--- src/rtl/uvmt_clk_st_clk_sched.sv ---
// Command-driven clock scheduler: derives a glitch-free divided clock (clk_o)
// from the reference clock under START / STOP / SET_HALF control.
module uvmt_clk_st_clk_sched #(
  parameter int DIV_W        = 8,
  parameter int DEFAULT_HALF = 4,
  parameter int CNT_W        = 16
) (
  input  logic             clk,
  input  logic             reset_n,
  input  logic             cmd_valid,
  output logic             cmd_ready,
  input  logic [1:0]       cmd_op,
  input  logic [DIV_W-1:0] cmd_half_per,
  output logic             clk_o,
  output logic             running,
  output logic             cmd_err,
  output logic [CNT_W-1:0] edge_cnt
);

  typedef enum logic [1:0] {
    IDLE,
    RUN,
    STOP_PEND
  } state_t;

  localparam logic [1:0]       OP_NOP   = 2'b00;
  localparam logic [1:0]       OP_START = 2'b01;
  localparam logic [1:0]       OP_STOP  = 2'b10;
  localparam logic [1:0]       OP_SET   = 2'b11;
  localparam logic [DIV_W-1:0] ONE_D    = DIV_W'(1);
  localparam logic [CNT_W-1:0] ONE_C    = CNT_W'(1);
  localparam logic [DIV_W-1:0] HALF_RST = DIV_W'(DEFAULT_HALF);

  state_t           state;
  state_t           next_state;
  logic [DIV_W-1:0] cnt;
  logic [DIV_W-1:0] half_q;
  logic [DIV_W-1:0] pend_val;
  logic             pend;

  logic accept;
  logic is_start;
  logic is_stop;
  logic is_set;
  logic is_nop;
  logic set_ok;
  logic illegal;
  logic tick;
  logic rise;
  logic fall;
  logic stop_now;

  assign accept   = cmd_valid && cmd_ready;
  assign is_nop   = accept && (cmd_op == OP_NOP);
  assign is_start = accept && (cmd_op == OP_START);
  assign is_stop  = accept && (cmd_op == OP_STOP);
  assign is_set   = accept && (cmd_op == OP_SET);
  assign set_ok   = is_set && (cmd_half_per != '0);
  assign illegal  = (is_stop && (state == IDLE))
                 || (is_start && (state != IDLE))
                 || (is_set && (cmd_half_per == '0));

  // A phase ends when the counter reaches half_q-1; a stop while low
  // pre-empts that edge so clk_o never starts a high phase it cannot finish.
  assign tick     = (state != IDLE) && (cnt == (half_q - ONE_D));
  assign rise     = tick && !clk_o;
  assign fall     = tick && clk_o;
  assign stop_now = (state == RUN) && is_stop && !clk_o;

  always_ff @(posedge clk or negedge reset_n) begin
    if (!reset_n) begin
      state <= IDLE;
    end else begin
      state <= next_state;
    end
  end

  always_comb begin
    next_state = state;
    case (state)
      IDLE: begin
        if (is_start) next_state = RUN;
      end
      RUN: begin
        if (is_stop) begin
          if (!clk_o || fall) next_state = IDLE;
          else                next_state = STOP_PEND;
        end
      end
      STOP_PEND: begin
        if (fall) next_state = IDLE;
      end
      default: next_state = IDLE;
    endcase
  end

  always_comb begin
    running   = (state != IDLE);
    cmd_ready = !pend && (state != STOP_PEND);
  end

  // Pending half-period loads only on a falling edge, so the new value
  // always starts with a fresh low phase.
  always_ff @(posedge clk or negedge reset_n) begin
    if (!reset_n) begin
      clk_o    <= 1'b0;
      cnt      <= '0;
      half_q   <= HALF_RST;
      pend     <= 1'b0;
      pend_val <= '0;
      edge_cnt <= '0;
      cmd_err  <= 1'b0;
    end else begin
      cmd_err <= illegal;
      if (state == IDLE) begin
        cnt <= '0;
        if (is_start) edge_cnt <= '0;
        if (set_ok) half_q <= cmd_half_per;
      end else if (stop_now) begin
        cnt <= '0;
      end else begin
        if (tick) begin
          cnt   <= '0;
          clk_o <= ~clk_o;
          if (rise && (edge_cnt != '1)) edge_cnt <= edge_cnt + ONE_C;
          if (fall && pend) begin
            half_q <= pend_val;
            pend   <= 1'b0;
          end
        end else begin
          cnt <= cnt + ONE_D;
        end
        if (set_ok) begin
          pend     <= 1'b1;
          pend_val <= cmd_half_per;
        end
      end
    end
  end

endmodule

--- config.mk ---
export PLATFORM = sky130hd
export DESIGN_NAME = uvmt_clk_st_clk_sched
export DESIGN_NICKNAME = d
export VERILOG_FILES = /design/src/rtl/uvmt_clk_st_clk_sched.sv
export SDC_FILE = /design/constraint.sdc
export NUM_CORES = 1
export LEC_CHECK = 0
export CAP_MARGIN = 20
export CORE_MARGIN = 2
export CORE_UTILIZATION = 45
export DETAILED_ROUTE_END_ITERATION = 12
export GPL_ROUTABILITY_DRIVEN = 0
export PLACE_DENSITY = 0.68
export SLEW_MARGIN = 20
export SYNTH_ARGS = -nofsm -noshare
export SYNTH_HDL_FRONTEND = slang
export SYNTH_SLANG_ARGS = --single-unit
export TNS_END_PERCENT = 100
--- constraint.sdc ---
create_clock -name clk -period 3.4 [get_ports clk]
set_input_delay 0.68 -clock clk [delete_from_list [all_inputs] [get_ports clk]]
set_output_delay 0.68 -clock clk [all_outputs]
set_load 0.01 [all_outputs]
## After elaboration in Yosys (flattened, before gate mapping)

Cells that the tools add are included.

- Word-level logic and storage cells: 84
- Register bits after elaboration: 45
- Bits of input ports: 13

- $add $sub $neg: 3
- Reduce and logical (&&, ||, !) cells: 36
- Mux-type cells: 21
- Bitwise operators: 3
- Eq/ne operators: 13

Operators with widths:

| cell | number |
|---|---|
| two-way mux 16 bit | 5 |
| two-way mux 8 bit | 8 |
| adder 16 x 1 -> 16 bit, second input constant | 1 |
| logical AND 1 bit | 16 |
| != test 16 bit, second input constant | 1 |
| AND reduction 4 bit | 3 |
| nonzero test 2 bit | 6 |
| != test 2 bit, second input constant | 5 |
| AND reduction 3 bit | 3 |
| adder 8 x 1 -> 8 bit, second input constant | 1 |
| equality test 8 bit | 1 |
| logical NOT 8 bit | 1 |
| two-way mux 2 bit | 4 |
| nonzero test 8 bit | 1 |
| subtractor 8 x 1 -> 8 bit, second input constant | 1 |
| equality test 2 bit, second input constant | 3 |
| one-hot mux 2 bit (3 select lines) | 1 |
| equality test 2 x 1 -> 1 bit, second input constant | 2 |
| logical OR 1 bit | 3 |
| two-way mux 1 bit | 3 |
| inverter 1 bit | 3 |
| logical NOT 1 bit | 2 |
| logical NOT 2 bit | 1 |
| != test 2 x 1 -> 1 bit, second input constant | 1 |

## Longest topological paths before layout

- Depth after elaboration: 9
- Gate-level depth with buffers: 11

## Worst setup path before layout

OpenSTA, ideal clock, no wires.

- Path type: reg2reg
- Start: register half_q[0]
- End: register edge_cnt[8]
- Library setup time: 0.078 ns
- Data required time: 3.322 ns
- Slack: 0.618 ns
- Buffers on the path: 1
- Cell stages (with the launch flop): 11
- Arrival: 2.704 ns
- Cells stage by stage: dfrtp_1 inv_1 ha_1 or2_1 a2111oi_2 o21ai_1 a2111oi_4 nand2_2 buf_2 or4_1 a21oi_1

- Word-level cells in the longest chain between the ends: 7
- Elaborated cells on any way between the ends: 8
- Classes of those cells: 1 x add/sub; 1 x eq/ne; 6 x reduce/logical

Ends and longest elaborated chain:

| element | line | source |
|---|---|---|
| from (decl) | 37 | `logic [DIV_W-1:0] half_q;` |
| from (signal assigned) | 118 | `if (set_ok) half_q <= cmd_half_per;` |
| from (signal assigned) | 127 | `half_q <= pend_val;` |
| subtractor 8 x 1 -> 8 bit (*) | 65 | `assign tick = (state != IDLE) && (cnt == (half_q - ONE_D));` |
| equality test 8 bit (*) | 65 |  |
| logical AND 1 bit (*) | 65 |  |
| logical AND 1 bit | 66 | `assign rise = tick && !clk_o;` |
| logical AND 1 bit | 125 | `if (rise && (edge_cnt != '1)) edge_cnt <= edge_cnt + ONE_C;` |
| nonzero test 2 bit (no source line) | -- |  |
| AND reduction 4 bit (no source line) (*) | -- |  |
| to (signal assigned) | 125 |  |
| to (decl) | 17 | `output logic [CNT_W-1:0] edge_cnt` |

Every way passes the cells marked *; elsewhere a longest branch is shown, timed or not.
A chain may end at the register's enable or synchronous reset.

## Worst setup path in the final report

- Start: register half_q[0]
- End: register edge_cnt[5]

The elaborated chain is that of the path after synthesis.

==> out/metrics.cfg <==
[outcome]
outcome=completed

[run]
maxCapViolations=0

[drt]
drtPass1Iterations=4
route.detailed.drc=0
routedWlPerCell_um=15.00
viasPerCell=5.758
drt_wl_total_mm=5.580
drt-met1-wl_mm=2.826
wl_met2_mm=2.456
vias=2142
final_antenna_net_count=0
detailedRoute.firstIterationViolations=127
topRoutingLayerUsed=met4
routed-wl-met3_um=225

[timing]
setup-violations-final=0
skew_ps=7.474
fin_crit_sh_pct=89.40
hold_slack_ps=368.8
period_minus_slack_ps=3040
rsz0062_at_grt=no
clock.fmax_ghz=0.3290
setup_ws_ps=360.4
tightest_slew_ps=927.9
slew_violations=0
final_hold_viol_count=0
relSlewSlack_pct=37.66
fin_tns_setup_ps=0

[global_routing]
grt_start_max_net_pins=46
grt.total_usage_pct=19.56
antenna_found_initial=0
overflow=0
grt_pass1_wl_mm=9.735
grt_pass1_vias=1982

[critical_path]
critPathLaunchType=flop
cp.required_ps=3640
endpoint_kind=flop
arrival_ps=3280
crit_type=flop to flop
crit_path_start=half_q[0]
r2r_end=edge_cnt[5]
crit_fanout=22
r2r_setup_slack_ps=360
r2r_cells=9
worstSetupEndpoint=edge_cnt[5]
r2r_start=half_q[0]

[power_and_ir_drop]
pwr-share-comb_pct=39.5
finalPower_mw=2.150
power_switching_mw=0.8270
p_clk_share_pct=16.0
power_density_nw_per_um2=708.3
vdd_drop_max_v=0.0003392
p_leak_nw=1.213
p_int_mw=1.323
sw_frac_of_total_pct=38.46
p_seq_share_pct=44.5

[placed_design]
dp_hpwl_mm=4.014
dp_worst_setup_slack_ps=369.1
numPlacedInstances=364
placed_cell_area_sq_um=2943
port_buffers=32

[floorplan]
coreArea_sq_um=5507
io_pins=33
die_y_um=79.35
die_area_sq_um=6296
die-width_um=79.35
start_util_pct=46.40
fp-row-count=27

[clock_network]
tritoncts=yes
postCtsHoldBufs=0
clk-insertion-delay-late_ps=300
cts_htree_levels=2
numCtsBuffers=5
post-cts-setup-buffers=0
numClockSinks=45
clockBufferDepth=2
ctsResizeCount=0
cts_root_buf=clkbuf_8
clkTransAtPathRegs_ps=90

[synthesis]
synth_top_flop_cell=dfrtp_1
syn_area_sq_um=2555
syn_inst=267
synth_enable_flop_cells=0
ys_warn_count=0
ys_seq_area_share_pct=44.12
ys_ff_latch=45
avgSynthCellArea_sq_um=9.569
synthArstFlopShare_pct=100.0
mappedNetlistNets=283
synth_top_area_share_pct=43.10
synth.area.top_cells=dfrtp_1 43%, mux2_2 4.0%, nand3_1 3.7%, o221a_2 3.5%, a21oi_1 3.3%
ys_types=44
synth_area_leader_cell=dfrtp_1
ys_top_cells_by_count=44 x dfrtp_1, 22 x nor2_1, 19 x nand3_1
yosysMostFrequentCell=dfrtp_1

[cells_and_area]
area_growth_pct=18.81
fin_cells=372
drive_gt1_share_pct=11.67
num_antenna_cells=0
fill_cells=527
fin_nets=315
fin_util_pct=55.12
fin_area_sq_um=3035

[hold_path]
worstHoldPathType=input pin to async pin

==> worst max-delay path, stage by stage, from the launching register on <==
cell	delay, ps
dfrtp_1	460
inv_1	90
ha_1	260
nor2b_1	190
o21ai_0	110
a2111oi_1	540
and3_1	340
nand2_2	260
or4_1	580
a21oi_1	150
==> how the worst min path moves through the flow <==
stage                     depth (start not counted)  slack, ps          end
after detailed placement                          1        460     state[0]
after CTS                                         1        470     state[0]
final                                             1        370  edge_cnt[8]
after global routing                              1        420  edge_cnt[8]
after floorplan                                   0        380        clk_o
after global placement                            1        470     state[0]
==> state kept, by name, summed over array words and instances, names as in the netlist <==
name      cells
clk_o         1
cmd_err       1
cnt           8
edge_cnt     16
half_q        8
pend          1
pend_val      8
state         2
==> power groups by stage <==
stage	Combinational, mW	Sequential (mW)	Clock, mW
after floorplan	0.611	0.901	0
after global placement	0.841	0.959	0
after detailed placement	0.855	0.967	0
after global routing	0.941	0.994	0.373
final	0.849	0.957	0.343
after CTS	0.858	0.956	0.353
==> cells by family (layout without fill, tap and decap cells) <==
family	Yosys count	count (layout)	share of synthesized area, %
buffers and inverters	18	51	3.036
adders and majority gates	3	3	1.469
muxes	12	12	5.142
DFF	45	45	44.12
and+or+nand+nor	118	118	24.93
xor gates and xnor gates	14	14	4.799
AOI/OAI and AO/OA	57	57	16.50
==> layer usage <==
metal	vias up	global-route usage [%]
met2	59	28.73
met5	-	0
met3	6	2.614
met1	1021	29.93
li1	1056	-
met4	0	5.862
==> placed cells by master (no fill, tap or decap), drive strengths merged, types with 2 or more instances in the layout <==
cell | synthesis | layout
dfrtp | 44 | 44
clkdlybuf4s50 | 0 | 31
nor2 | 22 | 22
nand3 | 19 | 19
a21oi | 17 | 17
nand2 | 13 | 13
nand2b | 12 | 12
o21ai | 12 | 12
and3 | 11 | 11
mux2 | 9 | 9
o221a | 8 | 8
xnor2 | 7 | 7
nor3 | 7 | 7
xor2 | 7 | 7
nand4 | 7 | 7
inv | 6 | 7
nor4 | 6 | 6
or4 | 6 | 6
buf | 3 | 6
o31ai | 5 | 5
clkbuf | 9 | 5
or3 | 4 | 4
nor2b | 3 | 3
o31a | 3 | 3
mux2i | 3 | 3
ha | 3 | 3
a2111oi | 3 | 3
nand3b | 2 | 2
and2 | 2 | 2
a31oi | 2 | 2
and4 | 2 | 2
o21a | 2 | 2
==> area by class of cell <==
cell class	instances	area, sq um	area share, %
Timing Repair Buffer	37	355.3	11.71
Multi-Input combinational cell	204	1350	44.48
Clock inverter	3	21.27	0.7007
Sequential cell	45	1127	37.14
Clock buffer	5	68.82	2.267
Inverter	6	22.52	0.7420
Tap cell	72	90.09	2.968
Note: power is estimated with default switching activity, not from simulation.
